===== src/rtl/pong_match_ctrl.sv =====
// Match-sequencing controller for pong: serve/play/point/game-over Moore FSM owning both scores.
// Optional pause support is compiled in when PONG_PAUSE_EN is defined.
module pong_match_ctrl #(
    parameter int WIN_SCORE   = 5,
    parameter int SCORE_WIDTH = 3,
    parameter int SERVE_TICKS = 60,
    parameter int POINT_TICKS = 30,
    parameter int TICK_WIDTH  = 8
) (
    input  logic                   clk,
    input  logic                   rst,
    input  logic                   start,
    input  logic                   frame_tick,
    input  logic                   miss_left,
    input  logic                   miss_right,
`ifdef PONG_PAUSE_EN
    input  logic                   pause,
`endif
    output logic                   paddle_en,
    output logic                   ball_en,
    output logic                   ball_reset,
    output logic                   serve_dir,
    output logic [SCORE_WIDTH-1:0] score_left,
    output logic [SCORE_WIDTH-1:0] score_right,
    output logic                   winner,
    output logic                   game_over,
    output logic [2:0]             state
);

    typedef enum logic [2:0] {
        IDLE  = 3'd0,
        SERVE = 3'd1,
        PLAY  = 3'd2,
        POINT = 3'd3,
        OVER  = 3'd4,
        PAUSE = 3'd5
    } state_t;

    localparam logic [TICK_WIDTH-1:0]  SERVE_LOAD = TICK_WIDTH'(SERVE_TICKS);
    localparam logic [TICK_WIDTH-1:0]  POINT_LOAD = TICK_WIDTH'(POINT_TICKS);
    localparam logic [SCORE_WIDTH-1:0] WIN_VAL    = SCORE_WIDTH'(WIN_SCORE);

    state_t                   state_reg, state_next;
    logic [TICK_WIDTH-1:0]    cnt_reg, cnt_next;
    logic [SCORE_WIDTH-1:0]   score_left_reg, score_left_next;
    logic [SCORE_WIDTH-1:0]   score_right_reg, score_right_next;
    logic                     serve_dir_reg, serve_dir_next;
    logic                     winner_reg, winner_next;
    logic                     start_q_reg;
    logic                     start_rise;
    logic [3:0]               flags_reg;   // {paddle_en, ball_en, ball_reset, game_over}
    logic [SCORE_WIDTH-1:0]   score_left_inc, score_right_inc;
    logic                     cnt_last;

    assign start_rise      = start & ~start_q_reg;
    assign score_left_inc  = score_left_reg + SCORE_WIDTH'(1);
    assign score_right_inc = score_right_reg + SCORE_WIDTH'(1);
    assign cnt_last        = (cnt_reg == TICK_WIDTH'(1));

`ifdef PONG_PAUSE_EN
    logic pause_q_reg;
    logic pause_rise;
    assign pause_rise = pause & ~pause_q_reg;

    always_ff @(posedge clk) begin
        if (rst) pause_q_reg <= 1'b0;
        else     pause_q_reg <= pause;
    end
`endif

    always_comb begin
        state_next       = state_reg;
        cnt_next         = cnt_reg;
        score_left_next  = score_left_reg;
        score_right_next = score_right_reg;
        serve_dir_next   = serve_dir_reg;
        winner_next      = winner_reg;
        case (state_reg)
            IDLE: begin
                score_left_next  = '0;
                score_right_next = '0;
                if (start_rise) begin
                    state_next = SERVE;
                    cnt_next   = SERVE_LOAD;
                end
            end
            SERVE: begin
                if (frame_tick) begin
                    if (cnt_last) state_next = PLAY;
                    else          cnt_next   = cnt_reg - TICK_WIDTH'(1);
                end
            end
            PLAY: begin
                if (miss_left && miss_right) begin
                    state_next = POINT;
                    cnt_next   = POINT_LOAD;
                end else if (miss_left) begin
                    score_right_next = score_right_inc;
                    serve_dir_next   = 1'b0;
                    if (score_right_inc == WIN_VAL) begin
                        state_next  = OVER;
                        winner_next = 1'b1;
                    end else begin
                        state_next = POINT;
                        cnt_next   = POINT_LOAD;
                    end
                end else if (miss_right) begin
                    score_left_next = score_left_inc;
                    serve_dir_next  = 1'b1;
                    if (score_left_inc == WIN_VAL) begin
                        state_next  = OVER;
                        winner_next = 1'b0;
                    end else begin
                        state_next = POINT;
                        cnt_next   = POINT_LOAD;
                    end
                end
`ifdef PONG_PAUSE_EN
                else if (pause_rise) begin
                    state_next = PAUSE;
                end
`endif
            end
            POINT: begin
                if (frame_tick) begin
                    if (cnt_last) begin
                        state_next = SERVE;
                        cnt_next   = SERVE_LOAD;
                    end else begin
                        cnt_next = cnt_reg - TICK_WIDTH'(1);
                    end
                end
            end
            OVER: begin
                if (start_rise) begin
                    state_next       = SERVE;
                    cnt_next         = SERVE_LOAD;
                    score_left_next  = '0;
                    score_right_next = '0;
                    winner_next      = 1'b0;
                end
            end
`ifdef PONG_PAUSE_EN
            PAUSE: begin
                if (pause_rise) state_next = PLAY;
            end
`endif
            default: state_next = IDLE;
        endcase
    end

    always_ff @(posedge clk) begin
        if (rst) begin
            state_reg       <= IDLE;
            cnt_reg         <= '0;
            score_left_reg  <= '0;
            score_right_reg <= '0;
            serve_dir_reg   <= 1'b0;
            winner_reg      <= 1'b0;
            start_q_reg     <= 1'b0;
            flags_reg       <= 4'b0010;
        end else begin
            state_reg       <= state_next;
            cnt_reg         <= cnt_next;
            score_left_reg  <= score_left_next;
            score_right_reg <= score_right_next;
            serve_dir_reg   <= serve_dir_next;
            winner_reg      <= winner_next;
            start_q_reg     <= start;
            // Flags decoded from the next state so they line up with state_reg.
            case (state_next)
                SERVE:   flags_reg <= 4'b1010;
                PLAY:    flags_reg <= 4'b1100;
                POINT:   flags_reg <= 4'b0010;
                OVER:    flags_reg <= 4'b0011;
`ifdef PONG_PAUSE_EN
                PAUSE:   flags_reg <= 4'b1000;
`endif
                default: flags_reg <= 4'b0010;
            endcase
        end
    end

    assign state       = state_reg;
    assign score_left  = score_left_reg;
    assign score_right = score_right_reg;
    assign serve_dir   = serve_dir_reg;
    assign winner      = winner_reg;
    assign paddle_en   = flags_reg[3];
    assign ball_en     = flags_reg[2];
    assign ball_reset  = flags_reg[1];
    assign game_over   = flags_reg[0];

endmodule

===== config.mk =====
export PLATFORM = sky130hd
export DESIGN_NAME = pong_match_ctrl
export DESIGN_NICKNAME = d
export VERILOG_FILES = /design/src/rtl/pong_match_ctrl.sv
export SDC_FILE = /design/constraint.sdc
export NUM_CORES = 1
export LEC_CHECK = 0
export BUFFER_PORTS_ARGS = -buffer_cell sky130_fd_sc_hd__buf_2
export CAP_MARGIN = 5
export CORE_MARGIN = 1
export CORE_UTILIZATION = 45
export DETAILED_ROUTE_END_ITERATION = 12
export HOLD_SLACK_MARGIN = 0.05
export PLACE_DENSITY = 0.65
export SLEW_MARGIN = 5
export SYNTH_ARGS = -nofsm -noshare
export SYNTH_HDL_FRONTEND = slang
export SYNTH_SLANG_ARGS = --single-unit

===== constraint.sdc =====
create_clock -name clk -period 2.7 [get_ports clk]
set_input_delay 0.54 -clock clk [delete_from_list [all_inputs] [get_ports clk]]
set_output_delay 0.54 -clock clk [all_outputs]
set_load 0.05 [all_outputs]

==> results.ini <==
[synth]
yosys.cell_types.count=49
synth_adder_area_share_pct=7.43
synthMuxAreaShare_pct=0.661
synthFlopType=dfxtp_1
ys_seq_area_share_pct=31.7
yosys.area_share.simple_pct=29.6
synthArstFlopShare_pct=0
synth_cells=180
synth-edff-count=0
syn-num-nets=195
synthXorXnorAreaFrac_pct=2.89
ys_warn_count=0
synth_compound_area_share_pct=20.1
postSynthAreaPerCell_um2=8.42
synth_top_family_by_area=simple AND/OR/NAND/NOR gates
ys_ff_latch=24
syn_area_um2=1520

[drt]
routed.top_layer=met4
via_count=1352
wl_met2_um=1660
drt-total-wl_um=3430
wl_met3_um=129
dr.pass1.iters=4
met1_length_um=1590
ant_nets=0
drt_iter0_markers=70
post_drt_via_cell_ratio=5.59
drc=0
routedWlPerCell_um=14.2

[sta]
rsz0062_at_grt=no
period_share_pct=81.7
drv_slew=0
finalSetupTns_ns=0
setup_viol=0
setup_ws_ns=0.493
fin_crit_ns=2.21
hold_viol=0
finalClockSkew_ns=0.00339
tightest_slew_ns=0.528
slew_headroom_pct=64.3
max_freq_mhz=453

[power_and_ir_drop]
ir_drop_mv=0.177
power.density_nw_per_um2=446
power_leakage_nw=0.700

[cts]
clock-sinks=24
post_cts_resized=0
insertion_delay_ns=0.33
hold_buffers=0
htree_levels=1
clock_path_buffers=2
cts_setup_buffers=0
cts_buffers=3
root_buffer=clkbuf_4
clk_pin_slew_ns=0.14
cts_tree=built

[global_routing]
grt-ovfl-total=0
grt_pass1_wl_um=5630
first_global_vias=1233
gr-usage-all-layers_pct=21.7
grt_max_degree=25
antenna_found_initial=0

[worst_setup_path]
critPathMaxFanout=11
start_kind=flop
rrSetupSlack_ns=0.49
rr_endpoint=cnt_reg[3]
reg2reg_depth=7
crit_type=reg -> reg
cp-end-kind=flop
required_ns=2.95
r2r_start=state[0]
worstPathArrival_ns=2.45

[cells_and_area]
finalNetCount=214
largest_register_ffs=8
final_core_util_pct=53.0
syn2layout_area_growth_pct=9.33
fin_cells=242
drive_gt1_share_pct=21.2
antenna_cells=0

[run_status]
status=complete, no violations

[floorplan]
core-area_um2=3130
dieArea_um2=3600
die_w_um=60.0
die_h_um=60.0
start_util_pct=48.4
io_pins=21
rows=20

[hold_path]
holdPathStages=2
hp-class=in -> reg
holdPathEnd=start_q_reg
min-delay-start=start

[placed_design]
port_buffers=20
dp_hpwl_um=2600
dp.cells=238
gp_congestion=0.848
place_ws_ns=0.358

[run]
cap_violations=0

layer usage:
layer	track usage (%)	up-vias
li1	-	675
met4	7.97	0
met1	28.1	637
met3	3.25	5
met2	36.0	35
met5	0	-
stage by stage:
step	area, um2	hold slack [ns]	power [mW]
6_report	1660	0.460	0.739
3_3_place_gp	1620	0.474	0.543
3_5_place_dp	1620	0.493	0.547
2_1_floorplan	1520	0.457	0.516
5_1_grt	1660	0.467	0.779
4_1_cts	1660	0.462	0.744
cells in the final DEF, fill, tap and decap left out, types with 2 or more instances in the layout:
cell type / instances
and3_1: 3
a41oi_1: 2
nor2b_1: 5
o21ai_0: 8
or3_1: 3
nor2_1: 17
clkbuf_4: 3
nand2_1: 13
a211oi_1: 2
o31ai_1: 2
nor3_1: 6
a21oi_1: 18
a21oi_2: 2
ha_1: 9
inv_1: 10
xor2_1: 5
nor3_2: 2
or2_2: 2
and2_1: 4
buf_4: 3
nand2b_1: 2
or3b_1: 2
dfxtp_1: 24
nand3_1: 4
a311oi_1: 3
o21bai_1: 2
buf_2: 20
cells in the mapped netlist (2+ instances only):
cell	n	area (um2)
a211oi_1	2	15.0
nor3_1	6	30.0
a21oi_1	18	90.1
nor2b_1	5	31.3
xor2_1	5	43.8
o21bai_1	2	15.0
a41oi_1	2	17.5
and3_1	3	18.8
or3_1	3	18.8
a21oi_2	2	17.5
o31ai_1	2	15.0
o21ai_0	8	40.0
ha_1	9	113
clkbuf_1	2	7.51
or3b_1	2	17.5
a311oi_1	3	26.3
and2_1	4	25.0
or2_2	2	12.5
nor3_2	2	20.0
nand2_1	13	48.8
buf_6	4	45.0
nand3_1	4	20.0
dfxtp_1	24	480
nor2_1	17	63.8
nand2b_1	2	12.5
buf_4	2	15.0
inv_1	10	37.5
worst max-delay path by stage:
| stage | end | startpoint | slack, ns |
|---|---|---|---|
| 2_1_floorplan | cnt_reg[3] | score_left[0] | 0.53 |
| 3_3_place_gp | score_left[2] | miss_left | 0.39 |
| 3_5_place_dp | score_left[2] | miss_left | 0.36 |
| 4_1_cts | cnt_reg[3] | state[0] | 0.46 |
| 5_1_grt | cnt_reg[3] | state[0] | 0.32 |
| 6_report | cnt_reg[3] | state[0] | 0.49 |
cells by family (layout without fill, tap and decap cells):
| group | count (synthesis) | count (layout) |
|---|---|---|
| flip-flops | 24 | 24 |
| buffers and inverters | 20 | 38 |
| XOR/XNOR | 5 | 5 |
| multiplexers | 1 | 1 |
| AND/OR/NAND/NOR | 75 | 75 |
| AO/OA/AOI/OAI | 46 | 46 |
| adder cells (fa/ha/maj) | 9 | 9 |
layout make-up:
cell class / count / area (um2)
fill: 305 / 1470
inverter: 11 / 41.3
clock buffer: 4 / 36.3
tap: 44 / 55.1
sequential: 24 / 480
multi-input combinational: 136 / 921
timing repair buffer: 23 / 123
power breakdown:
part	switching [mW]	total, mW	internal, mW	leakage, nW
clock	0.116	0.198	0.0827	0.0210
sequential	0.0207	0.390	0.369	0.195
combinational	0.0929	0.151	0.0581	0.483
total	0.229	0.739	0.510	0.700
critical path, stage by stage, from the launching register on:
cell and delay [ns]:
dfxtp_1 0.46, buf_4 0.22, nor3b_4 0.36, nor3_1 0.13
a221oi_2 0.31, and2_1 0.33, a21oi_2 0.08, a311oi_1 0.23
No activity file was read; power rests on OpenSTA's default activity.
